$ cat config.mk
export PLATFORM = sky130hd
export DESIGN_NAME = cam_cmd_frontend
export DESIGN_NICKNAME = d
export VERILOG_FILES = /design/src/rtl/cam_cmd_frontend.sv
export SDC_FILE = /design/constraint.sdc
export NUM_CORES = 1
export LEC_CHECK = 0
export CORE_MARGIN = 2
export CORE_UTILIZATION = 50
export CTS_CLUSTER_DIAMETER = 60
export CTS_CLUSTER_SIZE = 14
export DETAILED_ROUTE_END_ITERATION = 12
export PLACE_DENSITY = 0.77
export SETUP_SLACK_MARGIN = 0.4
export SYNTH_ARGS = -nofsm -noshare
export SYNTH_HDL_FRONTEND = slang
export SYNTH_SLANG_ARGS = --single-unit
export TNS_END_PERCENT = 100
$ cat constraint.sdc
create_clock -name clk_i -period 3.3 [get_ports clk_i]
set_clock_uncertainty 0.1 [all_clocks]
set_input_delay 0.33 -clock clk_i [delete_from_list [all_inputs] [get_ports clk_i]]
set_output_delay 0.33 -clock clk_i [all_outputs]
set_load 0.05 [all_outputs]
$ cat src/rtl/cam_cmd_frontend.sv
// -----------------------------------------------------------------------------
// cam_cmd_frontend
//
// Command front end for a 32-entry CAM. Read/write/search commands arrive on a
// valid/ready stream, are buffered in a small FIFO and issued to the CAM one at
// a time. The CAM's registered result is captured and returned on a
// valid/ready response stream.
//
// Optional feature macro: CAM_FE_WRITE_ACK_EN
//   defined   : writes pass through CAPTURE/RESP and return an acknowledge
//               response (op=01, hit=1, index=cmd index, data=0).
//   undefined : writes produce no response; FSM returns to IDLE after ISSUE.
//
// Ports
//   clk_i, rst_i                 clock, synchronous active-high reset
//   cmd_valid_i / cmd_ready_o    command handshake (ready = FIFO not full)
//   cmd_op_i                     00 read, 01 write, 10 search, 11 reserved
//   cmd_index_i, cmd_data_i      command index and data
//   resp_valid_o / resp_ready_i  response handshake
//   resp_op_o, resp_hit_o, resp_index_o, resp_data_o, resp_err_o
//                                response fields
//   fifo_count_o                 FIFO occupancy
//   cam_*_enable_o               one-cycle CAM strobes
//   cam_*_index_o, cam_*_data_o  CAM index/data (hold when strobes are low)
//   cam_read_valid_i, cam_read_value_i, cam_search_valid_i,
//   cam_search_index_i           CAM results, valid the cycle after a strobe
// -----------------------------------------------------------------------------
module cam_cmd_frontend #(
  parameter int FIFO_DEPTH = 4,
  parameter int INDEX_W    = 5,
  parameter int DATA_W     = 32
) (
  input  logic                          clk_i,
  input  logic                          rst_i,
  input  logic                          cmd_valid_i,
  output logic                          cmd_ready_o,
  input  logic [1:0]                    cmd_op_i,
  input  logic [INDEX_W-1:0]            cmd_index_i,
  input  logic [DATA_W-1:0]             cmd_data_i,
  output logic                          resp_valid_o,
  input  logic                          resp_ready_i,
  output logic [1:0]                    resp_op_o,
  output logic                          resp_hit_o,
  output logic [INDEX_W-1:0]            resp_index_o,
  output logic [DATA_W-1:0]             resp_data_o,
  output logic                          resp_err_o,
  output logic [$clog2(FIFO_DEPTH):0]   fifo_count_o,
  output logic                          cam_read_enable_o,
  output logic                          cam_write_enable_o,
  output logic                          cam_search_enable_o,
  output logic [INDEX_W-1:0]            cam_read_index_o,
  output logic [INDEX_W-1:0]            cam_write_index_o,
  output logic [DATA_W-1:0]             cam_write_data_o,
  output logic [DATA_W-1:0]             cam_search_data_o,
  input  logic                          cam_read_valid_i,
  input  logic                          cam_search_valid_i,
  input  logic [DATA_W-1:0]             cam_read_value_i,
  input  logic [INDEX_W-1:0]            cam_search_index_i
);

  localparam int PTR_W = $clog2(FIFO_DEPTH);
  localparam int CNT_W = PTR_W + 1;
  localparam logic [CNT_W-1:0] DEPTH_C = CNT_W'(FIFO_DEPTH);

  localparam logic [1:0] OP_READ   = 2'b00;
  localparam logic [1:0] OP_WRITE  = 2'b01;
  localparam logic [1:0] OP_SEARCH = 2'b10;

  typedef enum logic [1:0] {S_IDLE, S_ISSUE, S_CAPTURE, S_RESP} state_t;

  // FIFO storage (payload only, no reset needed)
  logic [1:0]         fifo_op_q   [FIFO_DEPTH];
  logic [INDEX_W-1:0] fifo_idx_q  [FIFO_DEPTH];
  logic [DATA_W-1:0]  fifo_data_q [FIFO_DEPTH];

  state_t             state_q, state_d;
  logic [PTR_W-1:0]   wr_ptr_q, wr_ptr_d, rd_ptr_q, rd_ptr_d;
  logic [CNT_W-1:0]   count_q, count_d;
  logic [1:0]         op_q, op_d;
  logic [INDEX_W-1:0] idx_q, idx_d;

  logic               rd_en_q, rd_en_d, wr_en_q, wr_en_d, srch_en_q, srch_en_d;
  logic [INDEX_W-1:0] rd_idx_q, rd_idx_d, wr_idx_q, wr_idx_d;
  logic [DATA_W-1:0]  wr_data_q, wr_data_d, srch_data_q, srch_data_d;

  logic               resp_valid_q, resp_valid_d;
  logic [1:0]         resp_op_q, resp_op_d;
  logic               resp_hit_q, resp_hit_d;
  logic [INDEX_W-1:0] resp_index_q, resp_index_d;
  logic [DATA_W-1:0]  resp_data_q, resp_data_d;
  logic               resp_err_q, resp_err_d;

  logic               push, pop;
  logic [1:0]         head_op;
  logic [INDEX_W-1:0] head_idx;
  logic [DATA_W-1:0]  head_data;

  // Ready is derived from the registered count only; a same-cycle pop does
  // not free a slot for the incoming command.
  assign cmd_ready_o = (count_q < DEPTH_C);
  assign push        = cmd_valid_i && cmd_ready_o;
  assign head_op     = fifo_op_q[rd_ptr_q];
  assign head_idx    = fifo_idx_q[rd_ptr_q];
  assign head_data   = fifo_data_q[rd_ptr_q];

  always_ff @(posedge clk_i) begin
    if (push) begin
      fifo_op_q[wr_ptr_q]   <= cmd_op_i;
      fifo_idx_q[wr_ptr_q]  <= cmd_index_i;
      fifo_data_q[wr_ptr_q] <= cmd_data_i;
    end
  end

  always_comb begin
    state_d      = state_q;
    op_d         = op_q;
    idx_d        = idx_q;
    rd_en_d      = 1'b0;
    wr_en_d      = 1'b0;
    srch_en_d    = 1'b0;
    rd_idx_d     = rd_idx_q;
    wr_idx_d     = wr_idx_q;
    wr_data_d    = wr_data_q;
    srch_data_d  = srch_data_q;
    resp_valid_d = resp_valid_q;
    resp_op_d    = resp_op_q;
    resp_hit_d   = resp_hit_q;
    resp_index_d = resp_index_q;
    resp_data_d  = resp_data_q;
    resp_err_d   = resp_err_q;
    pop          = 1'b0;

    case (state_q)
      S_IDLE: begin
        if (count_q != '0) begin
          pop   = 1'b1;
          op_d  = head_op;
          idx_d = head_idx;
          case (head_op)
            OP_READ: begin
              rd_en_d  = 1'b1;
              rd_idx_d = head_idx;
              state_d  = S_ISSUE;
            end
            OP_WRITE: begin
              wr_en_d   = 1'b1;
              wr_idx_d  = head_idx;
              wr_data_d = head_data;
              state_d   = S_ISSUE;
            end
            OP_SEARCH: begin
              srch_en_d   = 1'b1;
              srch_data_d = head_data;
              state_d     = S_ISSUE;
            end
            default: begin
              // Reserved op: answer immediately with an error, CAM untouched.
              resp_valid_d = 1'b1;
              resp_op_d    = head_op;
              resp_hit_d   = 1'b0;
              resp_index_d = head_idx;
              resp_data_d  = '0;
              resp_err_d   = 1'b1;
              state_d      = S_RESP;
            end
          endcase
        end
      end

      S_ISSUE: begin
        if (op_q == OP_WRITE) begin
`ifdef CAM_FE_WRITE_ACK_EN
          state_d = S_CAPTURE;
`else
          state_d = S_IDLE;
`endif
        end else begin
          state_d = S_CAPTURE;
        end
      end

      S_CAPTURE: begin
        // CAM results are valid this cycle (one cycle after the strobe).
        resp_valid_d = 1'b1;
        resp_op_d    = op_q;
        resp_err_d   = 1'b0;
        case (op_q)
          OP_READ: begin
            resp_hit_d   = cam_read_valid_i;
            resp_index_d = idx_q;
            resp_data_d  = cam_read_value_i;
          end
          OP_SEARCH: begin
            resp_hit_d   = cam_search_valid_i;
            resp_index_d = cam_search_valid_i ? cam_search_index_i : '0;
            resp_data_d  = '0;
          end
          default: begin
            // Write acknowledge
            resp_hit_d   = 1'b1;
            resp_index_d = idx_q;
            resp_data_d  = '0;
          end
        endcase
        state_d = S_RESP;
      end

      S_RESP: begin
        if (resp_ready_i) begin
          resp_valid_d = 1'b0;
          state_d      = S_IDLE;
        end
      end

      default: state_d = S_IDLE;
    endcase

    wr_ptr_d = push ? wr_ptr_q + PTR_W'(1) : wr_ptr_q;
    rd_ptr_d = pop  ? rd_ptr_q + PTR_W'(1) : rd_ptr_q;
    count_d  = count_q;
    if (push && !pop) begin
      count_d = count_q + CNT_W'(1);
    end else if (!push && pop) begin
      count_d = count_q - CNT_W'(1);
    end
  end

  always_ff @(posedge clk_i) begin
    if (rst_i) begin
      state_q      <= S_IDLE;
      wr_ptr_q     <= '0;
      rd_ptr_q     <= '0;
      count_q      <= '0;
      op_q         <= '0;
      idx_q        <= '0;
      rd_en_q      <= 1'b0;
      wr_en_q      <= 1'b0;
      srch_en_q    <= 1'b0;
      rd_idx_q     <= '0;
      wr_idx_q     <= '0;
      wr_data_q    <= '0;
      srch_data_q  <= '0;
      resp_valid_q <= 1'b0;
      resp_op_q    <= '0;
      resp_hit_q   <= 1'b0;
      resp_index_q <= '0;
      resp_data_q  <= '0;
      resp_err_q   <= 1'b0;
    end else begin
      state_q      <= state_d;
      wr_ptr_q     <= wr_ptr_d;
      rd_ptr_q     <= rd_ptr_d;
      count_q      <= count_d;
      op_q         <= op_d;
      idx_q        <= idx_d;
      rd_en_q      <= rd_en_d;
      wr_en_q      <= wr_en_d;
      srch_en_q    <= srch_en_d;
      rd_idx_q     <= rd_idx_d;
      wr_idx_q     <= wr_idx_d;
      wr_data_q    <= wr_data_d;
      srch_data_q  <= srch_data_d;
      resp_valid_q <= resp_valid_d;
      resp_op_q    <= resp_op_d;
      resp_hit_q   <= resp_hit_d;
      resp_index_q <= resp_index_d;
      resp_data_q  <= resp_data_d;
      resp_err_q   <= resp_err_d;
    end
  end

  assign fifo_count_o        = count_q;
  assign cam_read_enable_o   = rd_en_q;
  assign cam_write_enable_o  = wr_en_q;
  assign cam_search_enable_o = srch_en_q;
  assign cam_read_index_o    = rd_idx_q;
  assign cam_write_index_o   = wr_idx_q;
  assign cam_write_data_o    = wr_data_q;
  assign cam_search_data_o   = srch_data_q;
  assign resp_valid_o        = resp_valid_q;
  assign resp_op_o           = resp_op_q;
  assign resp_hit_o          = resp_hit_q;
  assign resp_index_o        = resp_index_q;
  assign resp_data_o         = resp_data_q;
  assign resp_err_o          = resp_err_q;

endmodule
==> out/metrics.cfg <==
[synthesis]
synth_compound_area_share_pct=7.50
synth_top_family_by_area=multiplexers
synthesis.nets=848
synth_area_leaders=edfxtp_1, dfxtp_1, mux4_2
synthArstFlopShare_pct=0
ys_seq_elements=293
synthMuxAreaShare_pct=9.79
postSynthCellCount=760
synth-simple-area-share_pct=9.27
yosys.area_share.adder_pct=0.778
yosysWarnings=0
synth_xor_area_share_pct=0.413
seq_area_frac_synth_pct=70.0
synthFlopType=edfxtp_1
synth_cell_type_count=43
synth_edf_count=156
synth_top_area_cell=edfxtp_1
synth_top_area_share_pct=44.2
syn_area_um2=10600
syn_area_per_cell_um2=14.0

[sta]
rsz0062_at_grt=no
finalCritPeriodShare_pct=79.2
tightest_slew_ps=947
fin_crit_ps=2610
timing.fmax_mhz=383
setup_viol=0
drv_slew=0
tns_ps=0
relSlewSlack_pct=36.7
finalHoldViolCount=0

[grt]
grt_pass1_vias=6695
grt_overflow=0
grt_max_degree=57
grt_usage_pct=20.6
grt_antenna_before_repair=2
grt_pass1_wl_mm=35.7

[clocking]
postCtsSetupBuffers=0
cts_sinks=293
h-tree-depth=1
cts.reportedPaths.clkPinSlew_ps=60
clkLatencyLatePin_ps=530
clock-root-buffer=clkbuf_16
max-clock-path-buffers=3
cts_made_buffers=25
cts_tree=done

[power_and_ir_drop]
finalPower_mw=11.3
cellPowerDensity_nw_per_um2=825
irDropWorstVdd_v=0.000468
p_leak_nw=4.60

[floorplan]
start_util_pct=50.6
core_um2=21000
core.rowCount=53
io_pins=205
die_h_um=150
dieArea_um2=22400
die_w_um=150

[drt]
met2_length_mm=11.4
routed_wl_mm=23.4
route.detailed.drc=0
first_pass_iters=5
drtAntennaViolNets=0
vias=6708
wire_per_inst_um=18.6
top_layer=met5
met3_length_mm=2.04
wl_met1_mm=9.41
drtIter0Drc=432
via_per_inst=5.33

[hold_path]
hp-class=input port to register

[worst_setup_path]
cp-start-kind=register
crit_slowest_cell=nor3_4
crit_type=register to register
path_cells=nor3_4, nor2_1, clkinv_1, ha_1, inv_1, fa_1, xor2_1, or3_1, a21oi_1
max_stage_delay_ps=460
cp_max_fo=8
crit_arrival_ps=2960
critPathRequiredTime_ps=3650
endpoint_kind=register

[place]
port_buffers=204
dpl.cell_count=1215
gp_congestion=0.744
dp_hpwl_mm=15.2

[outcome]
status=complete, no violations

[cells_and_area]
nNetsFinal=1055
area_growth_syn_to_layout_pct=29.0
final_cells=1258
drive_above_1_share_pct=10.7

[job]
max-cap-violations=0

-- what timing repair did --
item | 4_1_cts | 5_1_grt
gates resized for setup | 0 | 1
setup endpoints to repair | 0 | 1
endpoints found under the hold margin | 0 | 0
hold buffers | 0 | 0
-- per-layer routing --
layer  vias up  global-route usage [%]
li1       3173                       -
met1      3242                    25.8
met2       248                    35.4
met3        43                    5.70
met4         2                    5.66
met5         -                       0
-- area by class of cell --
class                   count  area (µm²)
inverters                   8        30.0
repair buffers            226        2200
diodes                      1        2.50
clock buffers              38         674
multi-input cells         413        2980
flip-flops and latches    293        7430
well taps                 275         344
fillers                  1563        7260
clock inverters             4        30.0
-- cells by family after synthesis --
logic type	Yosys count
flops	293
simple gates	221
compound gates	126
mux	55
buf+inv	54
fa+ha+maj	6
xor+xnor	5
-- critical path, delay by kind of cell, from the launching register on --
kind	cells	cell delay [ps]
AND/OR/NAND/NOR	3	910
adder cells (fa/ha/maj)	2	580
flip-flops	1	380
buffers and inverters	2	250
XOR/XNOR	1	160
AO/OA/AOI/OAI	1	160
-- synth_stat cells (all sizes together) (2+ instances only) --
cell	count
edfxtp	156
nand2	156
dfxtp	137
a21oi	79
mux4	39
a22o	32
nor2	27
clkbuf	26
buf	20
mux2i	16
and2	9
inv	7
nand2b	7
nor2b	6
a211o	5
ha	5
nor3	4
a211oi	3
xor2	3
nor4	2
nor4b	2
or3	2
or4b	2
xnor2	2
-- worst paths after layout --
kind              slack, ps               endpoint  depth (start not counted)                  start
setup / recovery        690        fifo_count_o[2]                          9        fifo_count_o[0]
hold / removal           20           resp_op_o[0]                          2                  rst_i
setup reg to reg        690        fifo_count_o[2]                          9        fifo_count_o[0]
hold reg to reg         350  cam_search_data_o[28]                          2  cam_search_data_o[28]
-- placed cells by master (no fill, tap or decap), types with 2 or more instances in the layout --
cell type          n
a211o_1            5
a211oi_1           3
a21oi_1           79
a22o_1            32
and2_1             5
and2_2             4
buf_4             23
clkbuf_1          13
clkbuf_16         25
clkdlybuf4s50_1  203
dfxtp_1          135
dfxtp_2            2
edfxtp_1         156
ha_1               5
inv_1              7
mux2i_1           16
mux4_2            39
nand2_1          156
nand2b_1           7
nor2_1            26
nor2b_1            6
nor3_1             2
nor3_4             2
nor4b_4            2
or3_1              2
or4b_1             2
xnor2_1            2
xor2_1             3
-- through the flow --
stage | hold slack (ps) | utilization [%] | setup WS [ps] | instance area (µm²)
5_1_grt | 32.6 | 65.3 | 487 | 13700
6_report | 23.7 | 65.3 | 686 | 13700
2_1_floorplan | 329 | - | 479 | 10600
3_5_place_dp | 345 | 61.9 | 540 | 13000
4_1_cts | 8.17 | 65.3 | 495 | 13700
3_3_place_gp | 335 | 61.9 | 641 | 13000
-- power by group --
group / switching (mW) / internal [mW] / total [mW]
sequential: 0.316 / 4.42 / 4.74
combinational: 2.50 / 1.43 / 3.93
clock: 1.22 / 1.41 / 2.63
total: 4.03 / 7.26 / 11.3
-- flip-flops by register name, indices dropped and copies added, names as in the netlist, named ones only --
signal,count
cam_write_index_o,5
resp_index_o,5
cam_write_data_o,32
state_q,2
cam_read_enable_o,1
rd_ptr_q,2
op_q,2
idx_q,5
resp_err_o,1
resp_data_o,32
cam_write_enable_o,1
wr_ptr_q,2
fifo_idx_q,20
fifo_data_q,128
resp_op_o,2
cam_search_enable_o,1
resp_hit_o,1
fifo_op_q,8
resp_valid_o,1
cam_read_index_o,5
cam_search_data_o,32
fifo_count_o,3
Note: power is estimated with default switching activity, not from simulation.
